==> src/rtl/channel_select_sequencer.sv <==
`default_nettype none
// +--------------------------------------------------------------------+
// | Module : channel_select_sequencer                                  |
// | Two-requester round-robin arbiter that shifts the granted word     |
// | MSB first onto sel_clk/sdata, then pulses done for one cycle.      |
// | Option : define CHSEL_SHADOW_EN to build the shadow_select         |
// |          read-back register (otherwise shadow_select is 0).        |
// | Rev    : 1.0  initial release                                      |
// +--------------------------------------------------------------------+
module channel_select_sequencer #(
  parameter int WIDTH   = 16,
  parameter int CLK_DIV = 2
) (
  input  logic             clk,
  input  logic             rst,
  input  logic             a_valid,
  output logic             a_ready,
  input  logic [WIDTH-1:0] a_data,
  input  logic             b_valid,
  output logic             b_ready,
  input  logic [WIDTH-1:0] b_data,
  output logic             sel_clk,
  output logic             sdata,
  output logic             busy,
  output logic             done,
  output logic             grant_id,
  output logic [WIDTH-1:0] shadow_select
);

  localparam logic [1:0] c_st_idle = 2'd0;
  localparam logic [1:0] c_st_low  = 2'd1;
  localparam logic [1:0] c_st_high = 2'd2;
  localparam logic [1:0] c_st_done = 2'd3;

  localparam int                 c_bit_w    = $clog2(WIDTH + 1);
  localparam logic [7:0]         c_div_last = 8'(CLK_DIV - 1);
  localparam logic [c_bit_w-1:0] c_bit_last = c_bit_w'(WIDTH - 1);
  localparam logic [c_bit_w-1:0] c_bit_one  = c_bit_w'(1);

  logic [1:0]         r_state;
  logic [1:0]         w_state_nxt;
  logic [7:0]         r_div;
  logic [c_bit_w-1:0] r_bit;
  logic [WIDTH-1:0]   r_shift;
  logic [WIDTH-1:0]   w_shift_nxt;
  logic               r_ptr;
  logic               r_grant;
  logic               r_sclk;
  logic               r_sdata;
  logic               r_busy;
  logic               r_done;
  logic               w_idle;
  logic               w_a_rdy;
  logic               w_b_rdy;
  logic               w_hs;
  logic               w_div_end;
  logic               w_last_bit;
  logic               w_high_end;
  logic               w_sclk_nxt;
  logic               w_sdata_nxt;
  logic               w_busy_nxt;
  logic               w_done_nxt;

  // Round-robin arbitration; r_ptr = 1 favours B. Ready only offered in IDLE.
  always_comb begin
    w_idle  = (r_state == c_st_idle);
    w_a_rdy = w_idle & a_valid & (~b_valid | ~r_ptr);
    w_b_rdy = w_idle & b_valid & (~a_valid |  r_ptr);
    w_hs    = w_a_rdy | w_b_rdy;
  end

  assign a_ready    = w_a_rdy;
  assign b_ready    = w_b_rdy;
  assign w_div_end  = (r_div == c_div_last);
  assign w_last_bit = (r_bit == c_bit_last);
  assign w_high_end = (r_state == c_st_high) & w_div_end;

  // State register
  always_ff @(posedge clk or negedge rst) begin
    if (!rst) r_state <= c_st_idle;
    else      r_state <= w_state_nxt;
  end

  // Next-state: each serial phase lasts CLK_DIV cycles, DONE lasts one
  always_comb begin
    w_state_nxt = r_state;
    case (r_state)
      c_st_idle: if (w_hs)      w_state_nxt = c_st_low;
      c_st_low:  if (w_div_end) w_state_nxt = c_st_high;
      c_st_high: if (w_div_end) w_state_nxt = w_last_bit ? c_st_done : c_st_low;
      c_st_done:                w_state_nxt = c_st_idle;
      default:                  w_state_nxt = c_st_idle;
    endcase
  end

  // Shift word: load winner on handshake, move to next bit when leaving HIGH
  always_comb begin
    w_shift_nxt = r_shift;
    if (w_hs)            w_shift_nxt = w_b_rdy ? b_data : a_data;
    else if (w_high_end) w_shift_nxt = {r_shift[WIDTH-2:0], 1'b0};
  end

  // Output decode from the upcoming state so the pins come straight from flops
  always_comb begin
    w_sclk_nxt  = (w_state_nxt == c_st_high);
    w_busy_nxt  = (w_state_nxt != c_st_idle);
    w_done_nxt  = (w_state_nxt == c_st_done);
    w_sdata_nxt = 1'b0;
    case (w_state_nxt)
      c_st_low:  w_sdata_nxt = w_shift_nxt[WIDTH-1];
      c_st_high: w_sdata_nxt = r_sdata;
      default:   w_sdata_nxt = 1'b0;
    endcase
  end

  // Registered serial/status outputs
  always_ff @(posedge clk or negedge rst) begin
    if (!rst) begin
      r_sclk  <= 1'b0;
      r_sdata <= 1'b0;
      r_busy  <= 1'b0;
      r_done  <= 1'b0;
    end else begin
      r_sclk  <= w_sclk_nxt;
      r_sdata <= w_sdata_nxt;
      r_busy  <= w_busy_nxt;
      r_done  <= w_done_nxt;
    end
  end

  // Datapath: divider reloads on any state change and saturates at terminal count
  always_ff @(posedge clk or negedge rst) begin
    if (!rst) begin
      r_div   <= '0;
      r_bit   <= '0;
      r_shift <= '0;
      r_ptr   <= 1'b0;
      r_grant <= 1'b0;
    end else begin
      r_shift <= w_shift_nxt;
      if (w_state_nxt != r_state) r_div <= '0;
      else if (!w_div_end)        r_div <= r_div + 8'd1;
      if (w_hs) begin
        r_bit   <= '0;
        r_grant <= w_b_rdy;
        r_ptr   <= ~w_b_rdy;
      end else if (w_high_end) begin
        r_bit   <= r_bit + c_bit_one;
      end
    end
  end

  assign sel_clk  = r_sclk;
  assign sdata    = r_sdata;
  assign busy     = r_busy;
  assign done     = r_done;
  assign grant_id = r_grant;

`ifdef CHSEL_SHADOW_EN
  logic [WIDTH-1:0] r_word;
  logic [WIDTH-1:0] r_shadow;

  // Keep an intact copy of the word (the shift word is consumed) and commit it on entry to DONE
  always_ff @(posedge clk or negedge rst) begin
    if (!rst) begin
      r_word   <= '0;
      r_shadow <= '0;
    end else begin
      if (w_hs)       r_word   <= w_shift_nxt;
      if (w_done_nxt) r_shadow <= r_word;
    end
  end

  assign shadow_select = r_shadow;
`else
  assign shadow_select = '0;
`endif

endmodule
`default_nettype wire

==> config.mk <==
export PLATFORM = sky130hd
export DESIGN_NAME = channel_select_sequencer
export DESIGN_NICKNAME = d
export VERILOG_FILES = /design/src/rtl/channel_select_sequencer.sv
export SDC_FILE = /design/constraint.sdc
export NUM_CORES = 1
export LEC_CHECK = 0
export BUFFER_PORTS_ARGS = -buffer_cell sky130_fd_sc_hd__buf_4
export CAP_MARGIN = 20
export CELL_PAD_IN_SITES_DETAIL_PLACEMENT = 1
export CELL_PAD_IN_SITES_GLOBAL_PLACEMENT = 2
export CORE_MARGIN = 2
export CORE_UTILIZATION = 30
export DETAILED_ROUTE_END_ITERATION = 6
export PLACE_DENSITY = 0.84
export SYNTH_ARGS = -nofsm -noshare
export SYNTH_HDL_FRONTEND = slang
export SYNTH_SLANG_ARGS = --single-unit
==> constraint.sdc <==
create_clock -name clk -period 1.9 [get_ports clk]
set_input_delay 0.285 -clock clk [delete_from_list [all_inputs] [get_ports clk]]
set_output_delay 0.285 -clock clk [all_outputs]
set_load 0.005 [all_outputs]
After elaboration in Yosys (flattened, before gate mapping)
Cells that the tools add are included.
{"block": "classes", "n_addsub": 2, "n_mux": 13, "reduce_logical": 3, "n_bitwise": 12, "n_eq_ne": 10}
{"cell": "$mux 16", "n": 3}
{"cell": "$mux 8", "n": 2}
{"cell": "$mux 5", "n": 2}
{"cell": "$add 8x1->8 const B", "n": 1}
{"cell": "$eq 2x2->1 const B", "n": 4}
{"cell": "$eq 8x1->1 const B", "n": 1}
{"cell": "$mux 2", "n": 4}
{"cell": "$pmux 2 s4", "n": 1}
{"cell": "$add 5x1->5 const B", "n": 1}
{"cell": "$and 1x1->1", "n": 5}
{"cell": "$eq 5x4->1 const B", "n": 1}
{"cell": "$eq 2x1->1 const B", "n": 2}
{"cell": "$not 1->1", "n": 4}
{"cell": "$reduce_bool 2->1", "n": 2}
{"cell": "$or 1x1->1", "n": 3}
{"cell": "$logic_not 2->1", "n": 1}
{"cell": "$ne 2x1->1 const B", "n": 1}
{"cell": "$ne 2x2->1", "n": 1}
{"cell": "$pmux 1 s2", "n": 1}
{"block": "word_totals", "out_inout_bits": 23, "inputBits": 36, "wordCells": 51, "register_bits": 37}

Longest topological paths before layout
Gate-level depths: netlist (run 1).
{"block": "depth", "ltp_word": 8, "mapped_depth": 8, "ltp_nobuf": 7}

Worst setup path after synthesis (run 1)
OpenSTA, ideal clock, no wires.
{"block": "synth_path", "path_type": "reg-to-reg", "startpoint": "register r_div[0]", "endpoint": "register r_div[1]", "required_ps": 1813, "arrival_time_ps": 1451, "n_path_buf": 0, "setup_slack_ps": 362, "stages_incl_launch_ff": 7, "setup_time_ps": 87, "period_less_slack_ps": 1538, "cell_sequence": "dfrtp_1 > ha_1 > nor4b_4 > and2_1 > nor3_1 > nor2_4 > a211oi_2"}
{"block": "synth_via", "elab_chain_cells": 5, "elab_cells_between_ends": 9, "cone_classes": "add/sub: 1; eq/ne: 3; mux: 5"}
{"element": "from (decl)", "line": "42", "rtl": "logic [7:0] r_div;"}
{"element": "from (signal assigned)", "line": "142", "rtl": "else if (!w_div_end) r_div <= r_div + 8'd1;"}
{"element": "$eq 8x1->1", "line": "74", "rtl": "assign w_div_end = (r_div == c_div_last);"}
{"element": "$mux 2, on equally long branches", "line": "90, 89"}
{"element": "$pmux 2 s4", "line": "87", "rtl": "case (r_state)"}
{"element": "$ne 2x2->1", "line": "141", "rtl": "if (w_state_nxt != r_state) r_div <= '0;"}
{"element": "$ne 2x1->1 (no source line) or $mux 8 (tied branches)"}
Parallel ways exist; a longest one is shown, timed or not. The select of a mux whose other input is x is not followed.
A chain may end at the register's enable or synchronous reset.

Final worst setup path (run 1)
{"block": "layout_path", "startpoint": "register r_state[0]", "endpoint": "output a_ready"}
{"block": "layout_via", "elab_chain_cells": 3}
{"element": "from (decl)", "line": "40", "rtl": "logic [1:0] r_state;"}
{"element": "from (signal assigned)", "line": "80", "rtl": "if (!rst) r_state <= c_st_idle;"}
{"element": "from (signal assigned)", "line": "81", "rtl": "else r_state <= w_state_nxt;"}
{"element": "$logic_not 2->1", "line": "66", "rtl": "w_idle = (r_state == c_st_idle);"}
{"element": "$and 1x1->1 (2 in a row)", "line": "67", "rtl": "w_a_rdy = w_idle & a_valid & (~b_valid | ~r_ptr);"}
{"element": "to (decl)", "line": "17", "rtl": "output logic a_ready,"}
No other way between the ends.

==> results.toml, run 1 <==
[cells_and_area]
final_cell_count_no_fill = 348
insertedDiodeCount = 0
nets = 310
synthToLayoutAreaGrowth_pct = 22.8
layout-drive-gt1-share_pct = 24.4
multi_input_area_um2 = 947
final_cell_mix = "nand2_1, buf_4, dfrtp_1"
regArea_um2 = 926
fillers = 778
utilization_pct = 38.3
mostFrequentLayoutCell = "nand2_1"

[critical_path]
cp.arrival_ns = 1.51
cp_max_fo = 8
rr_endpoint = "sdata"
ff2ff_setup_slack_ns = 0.11
crit_required_ns = 1.62
cp-end-kind = "primary output"
crit_end = "a_ready"
r2r_cells = 8
criticalPathCategory = "flip-flop to primary output"
start_kind = "flip-flop"
reg2reg_from = "r_div[1]"
cp-startpoint = "r_state[0]"

[clock_network]
cts_buffers = 5
cts_buffer_depth = 2
clock_latency_ns = 0.30
cts_tree = "built"
post_cts_buffers = 0
clk_pin_slew_ns = 0.08
h-tree-depth = 2
root_buffer = "clkbuf_8"
cts_sinks = 37

[detailed_routing]
num_vias = 1690
vias_per_cell = 4.86
postRouteAntennaNets = 0
wl_um = 5130
first_pass_iters = 7
drtIter0Drc = 55
drc = 0
post_drt_wl_per_cell_um = 14.7

[grt]
globalRouteOverflowTotal = 0
first_global_vias = 1755
grt_antenna_before_repair = 0
track_usage_pct = 14.4
grt_max_degree = 38
grt_pass1_wl_um = 8380

[power]
worst_ir_drop_vdd_mv = 0.214
combinationalPowerShare_pct = 5.9
power.total_mw = 1.44
sw_frac_of_total_pct = 23.9
power_density_nw_per_um2 = 585
pwr-share-clk_pct = 39.5
p_int_mw = 1.10
power.leakage_nw = 1.24
p_sw_mw = 0.345
seq_power_share_pct = 54.6

[timing]
skew_ns = 0.00780
slew_headroom_pct = 57.6
grt_setup_unrepaired = "false"
period_share_pct = 94.6
slew_violations = 0
setup_tns_ns = 0
hold_ws_ns = 0.206
post-route-min-period_ns = 1.80
worstMarginPinSlew_ns = 0.632
fmax_mhz = 556
finalHoldViolCount = 0
final-setup-viol-count = 0

[logic_synthesis]
synthCells = 222
synth.distinct_cells = 38
syn_avg_cell_area_um2 = 9.03
synth_seq_area_share_pct = 46.2
yosysTopAreaCellShare_pct = 46.2
synth-seq-cells = 37
syn_area_um2 = 2010
yosys.area.top_type = "dfrtp_1"
synth_async_sr_flop_share_pct = 100
synth_ff_type = "dfrtp_1"
ys_warn_count = 0
synth_edf_count = 0
synth_area_leaders = "dfrtp_1, nand2_1, buf_4, and3_1, a31oi_1"

[hold_path]
hold_path.class = "input pin to flip-flop"
hold_path.startpoint = "b_data[0]"
hold_path_depth = 3

[floorplanning]
coreArea_um2 = 6420
die_area_um2 = 7360
die_w_um = 85.8
start_util_pct = 31.2
rows = 29
io_pins = 59
die-height_um = 85.8

[flow_run]
maxCapViolations = 0

[placed_design]
dp.final_hpwl_um = 3730
port_buffers = 42
placed_cells = 339
gp_congestion = 0.777

[run_status]
status = "completed"
[cell usage after synthesis, types with 4 or more instances]
cell type and n:
buf_4 17, nand2_1 53, nand3_1 9, and3_1 16, xor2_1 6, nand2b_1 4
a21oi_1 5, a31oi_1 11, dfrtp_1 37, ha_1 4, nor2_1 15
[sequential cells by signal (all words and copies together) (netlist names)]
register	count
busy	1
done	1
grant_id	1
r_bit	5
r_div	8
r_ptr	1
r_shift	16
r_state	2
sdata	1
sel_clk	1
[cell type report]
class | instances | share of cell area, %
Multi-Input combinational cell | 171 | 38.5
Sequential cell | 37 | 37.6
Timing Repair Buffer | 51 | 15.7
Tap cell | 77 | 3.91
Clock buffer | 5 | 2.79
Clock inverter | 3 | 0.915
Inverter | 4 | 0.661
[power groups by stage]
stage	combinational [mW]	clock (mW)	sequential [mW]
floorplan	0.0356	0	0.803
global placement	0.0847	0	0.802
detailed placement	0.0848	0	0.802
CTS	0.0870	0.578	0.787
global route	0.0963	0.605	0.787
finish	0.0855	0.568	0.787
[repair_timing]
action                                  CTS  global route
hold buffers                              1             0
hold endpoints to repair                 37             0
resized for setup                         0             2
endpoints found under the setup margin    0             3
[through the flow]
stage,instance area [um2],setup slack (ns)
after global placement,2360,0.215
after floorplan,2060,0.362
after CTS,2460,0.0784
final,2460,0.103
after global routing,2460,0.00131
after detailed placement,2360,0.111
[cells by family after synthesis]
family	count (synthesis)	share of synthesized area [%]
simple gates	108	25.9
fa+ha+maj	4	2.50
other cells	1	0.187
compound gates	34	11.8
xor+xnor	9	3.93
buf+inv	29	9.54
flops	37	46.2
[worst max-delay path, stage by stage (launching register included)]
cell and delay (ns):
dfrtp_1 0.46, nor2_2 0.19, and3_1 0.38, buf_4 0.18
[worst min-delay path by stage]
| stage | end | slack [ns] |
|---|---|---|
| floorplan | busy | -0.01 |
| global placement | sel_clk | 0.29 |
| detailed placement | sel_clk | 0.28 |
| CTS | r_shift[0] | 0.20 |
| global route | r_shift[0] | 0.22 |
| finish | r_shift[0] | 0.21 |
[per-layer routing]
layer	vias to the layer above	global-route usage, %	wire, um
met5	-	0	0
met4	0	5.19	72
met3	8	2.12	158
met2	39	23.9	2510
met1	829	19.1	2380
li1	814	-	-
(Power assumes the default switching activity.)
==> run 2, diff against run 1 <==
--- a/config.mk
+++ b/config.mk
@@ -5,12 +5,13 @@
 export SDC_FILE = /design/constraint.sdc
 export NUM_CORES = 1
 export LEC_CHECK = 0
+export ABC_AREA = 1
 export BUFFER_PORTS_ARGS = -buffer_cell sky130_fd_sc_hd__buf_4
 export CAP_MARGIN = 20
 export CELL_PAD_IN_SITES_DETAIL_PLACEMENT = 1
 export CELL_PAD_IN_SITES_GLOBAL_PLACEMENT = 2
 export CORE_MARGIN = 2
-export CORE_UTILIZATION = 30
+export CORE_UTILIZATION = 29
 export DETAILED_ROUTE_END_ITERATION = 6
 export PLACE_DENSITY = 0.84
 export SYNTH_ARGS = -nofsm -noshare
==> run 2 against run 1 <==
  * Final area increased by 5.1%
  * Area after synthesis up 5.1%
  * Clock power rose by 6.5%
  * Sequential power hardly changed
  * Clock skew shrank 0.0032 ns
  * First-iteration DRC count grew 31%
  * Register-to-register slack better by 0.15 ns
  * Critical endpoint is now b_ready
  * Largest power group unchanged
==> results.toml, run 2 <==
[detailed_routing]
vias_per_cell = 4.32
wl_um = 4970
num_vias = 1801
post_drt_wl_per_cell_um = 11.9
first_pass_iters = 4
drtIter0Drc = 72
postRouteAntennaNets = 0
drc = 0

[grt]
globalRouteOverflowTotal = 0
grt_max_degree = 38
grt_antenna_before_repair = 0
first_global_vias = 1831
track_usage_pct = 13.4
grt_pass1_wl_um = 8360

[critical_path]
r2r_cells = 9
crit_required_ns = 1.62
ff2ff_setup_slack_ns = 0.26
crit_end = "b_ready"
cp.arrival_ns = 1.36
reg2reg_from = "r_div[1]"
cp_max_fo = 8
start_kind = "flip-flop"
cp-end-kind = "primary output"
criticalPathCategory = "flip-flop to primary output"
rr_endpoint = "r_bit[4]"
cp-startpoint = "r_ptr"

[clock_network]
cts_buffer_depth = 2
post_cts_buffers = 0
cts_tree = "built"
cts_sinks = 37
cts_buffers = 5
clk_pin_slew_ns = 0.07
h-tree-depth = 2
cts_resized = 0
root_buffer = "clkbuf_8"
clock_latency_ns = 0.28

[cells_and_area]
multi_input_area_um2 = 906
mostFrequentLayoutCell = "nand2_1"
largest_register_ffs = 16
fin_area_um2 = 2590
layout-drive-gt1-share_pct = 21.4
synthToLayoutAreaGrowth_pct = 22.7
insertedDiodeCount = 0
max_flop_register = "r_shift"
final_cell_mix = "nand2_1, buf_4, inv_1"
fillers = 928
regArea_um2 = 926
final_cell_count_no_fill = 417
utilization_pct = 36.3
largestRegisters = "r_shift: 16 flops, r_div: 8 flops, r_bit: 5 flops"
nets = 357

[floorplanning]
start_util_pct = 29.5
die_area_um2 = 7970
die_w_um = 89.3
rows = 31
io_pins = 59
die-height_um = 89.3
coreArea_um2 = 7140

[placed_design]
gp_congestion = 0.743
placed_cells = 408
placed_area_um2 = 2480
port_buffers = 42
dp.final_hpwl_um = 3860
place_ws_ns = 0.271

[logic_synthesis]
synth_ff_type = "dfrtp_1"
synthCells = 269
synth_seq_area_share_pct = 43.9
syn_area_um2 = 2110
synth_async_sr_flop_share_pct = 100
yosysTopAreaCellShare_pct = 43.9
synth_most_common_cell = "nand2_1"
ys_top_cells_by_count = "nand2_1, inv_1, dfrtp_1"
synth_edf_count = 0
yosys.area.top_type = "dfrtp_1"
synth.distinct_cells = 27
syn_avg_cell_area_um2 = 7.84
ys_warn_count = 0
synth_area_leaders = "dfrtp_1, nand2_1, inv_1, buf_4, o21ai_0"
synth-seq-cells = 37

[timing]
final-setup-viol-count = 0
setup_tns_ns = 0
finalHoldViolCount = 0
grt_setup_unrepaired = "false"
skew_ns = 0.00460
period_share_pct = 86.7
fmax_mhz = 607
post-route-min-period_ns = 1.65
final.setup.worst_slack_ns = 0.252
hold_ws_ns = 0.226
slew_violations = 0

[power]
power_density_nw_per_um2 = 574
power.total_mw = 1.48
worst_ir_drop_vdd_mv = 0.261
power.leakage_nw = 1.35

[run_status]
status = "completed"

[flow_run]
maxCapViolations = 0

[hold_path]
hold_path.startpoint = "b_data[0]"
hold_path.class = "input pin to flip-flop"
-- run 2: area by class of cell --
class | instances | share of cell area (%)
timing repair buffer | 48 | 14.0
clock buffer | 7 | 3.72
tap | 99 | 4.79
clock inverter | 1 | 0.193
inverter | 44 | 6.48
multi-input combinational | 181 | 35.0
sequential | 37 | 35.8
-- run 2: worst min-delay path by stage --
stage               cells past startpoint  slack (ns)          to
floorplan                               0       -0.01        busy
global placement                        1        0.29    r_div[5]
detailed placement                      1        0.29    r_div[4]
CTS                                     3        0.22  r_shift[0]
global route                            3        0.23  r_shift[0]
finish                                  3        0.23  r_shift[0]
-- run 2: kinds of logic (layout without fill, tap and decap cells) --
group / count (synthesis) / after routing / share of synthesized area [%]
AOI/OAI and AO/OA: 40 / 40 / 11.6
xor gates and xnor gates: 5 / 5 / 2.08
adders and majority gates: 4 / 4 / 2.37
buffers and inverters: 66 / 100 / 15.8
DFF: 37 / 37 / 43.9
other: 1 / 16 / 0.178
and+or+nand+nor: 116 / 116 / 24.1
-- run 2: power by group --
part	leakage [nW]	internal [mW]	switching (mW)	total (mW)
logic	0.822	0.0521	0.0411	0.0933
registers	0.476	0.787	0	0.787
clock network	0.0542	0.328	0.277	0.605
-- run 2: worst max-delay path, stage by stage (launching register included) --
cell      delay (ns)
dfrtp_1         0.39
inv_1           0.08
nand2_1         0.07
nand3_2         0.12
clkinv_1        0.22
buf_4           0.21
-- run 2: metal layers --
layer  vias up  routed length, um  global-route usage, %
met2        40               2450                   22.4
met1       852               2290                   17.7
met3         4                194                   2.68
met4         0                 36                   3.66
li1        905                  -                      -
met5         -                  0                      0
-- run 2: repair_timing --
item / in CTS / in global routing
endpoints found under the setup margin: 0 / 0
hold buffers: 1 / 0
hold endpoints to repair: 37 / 0
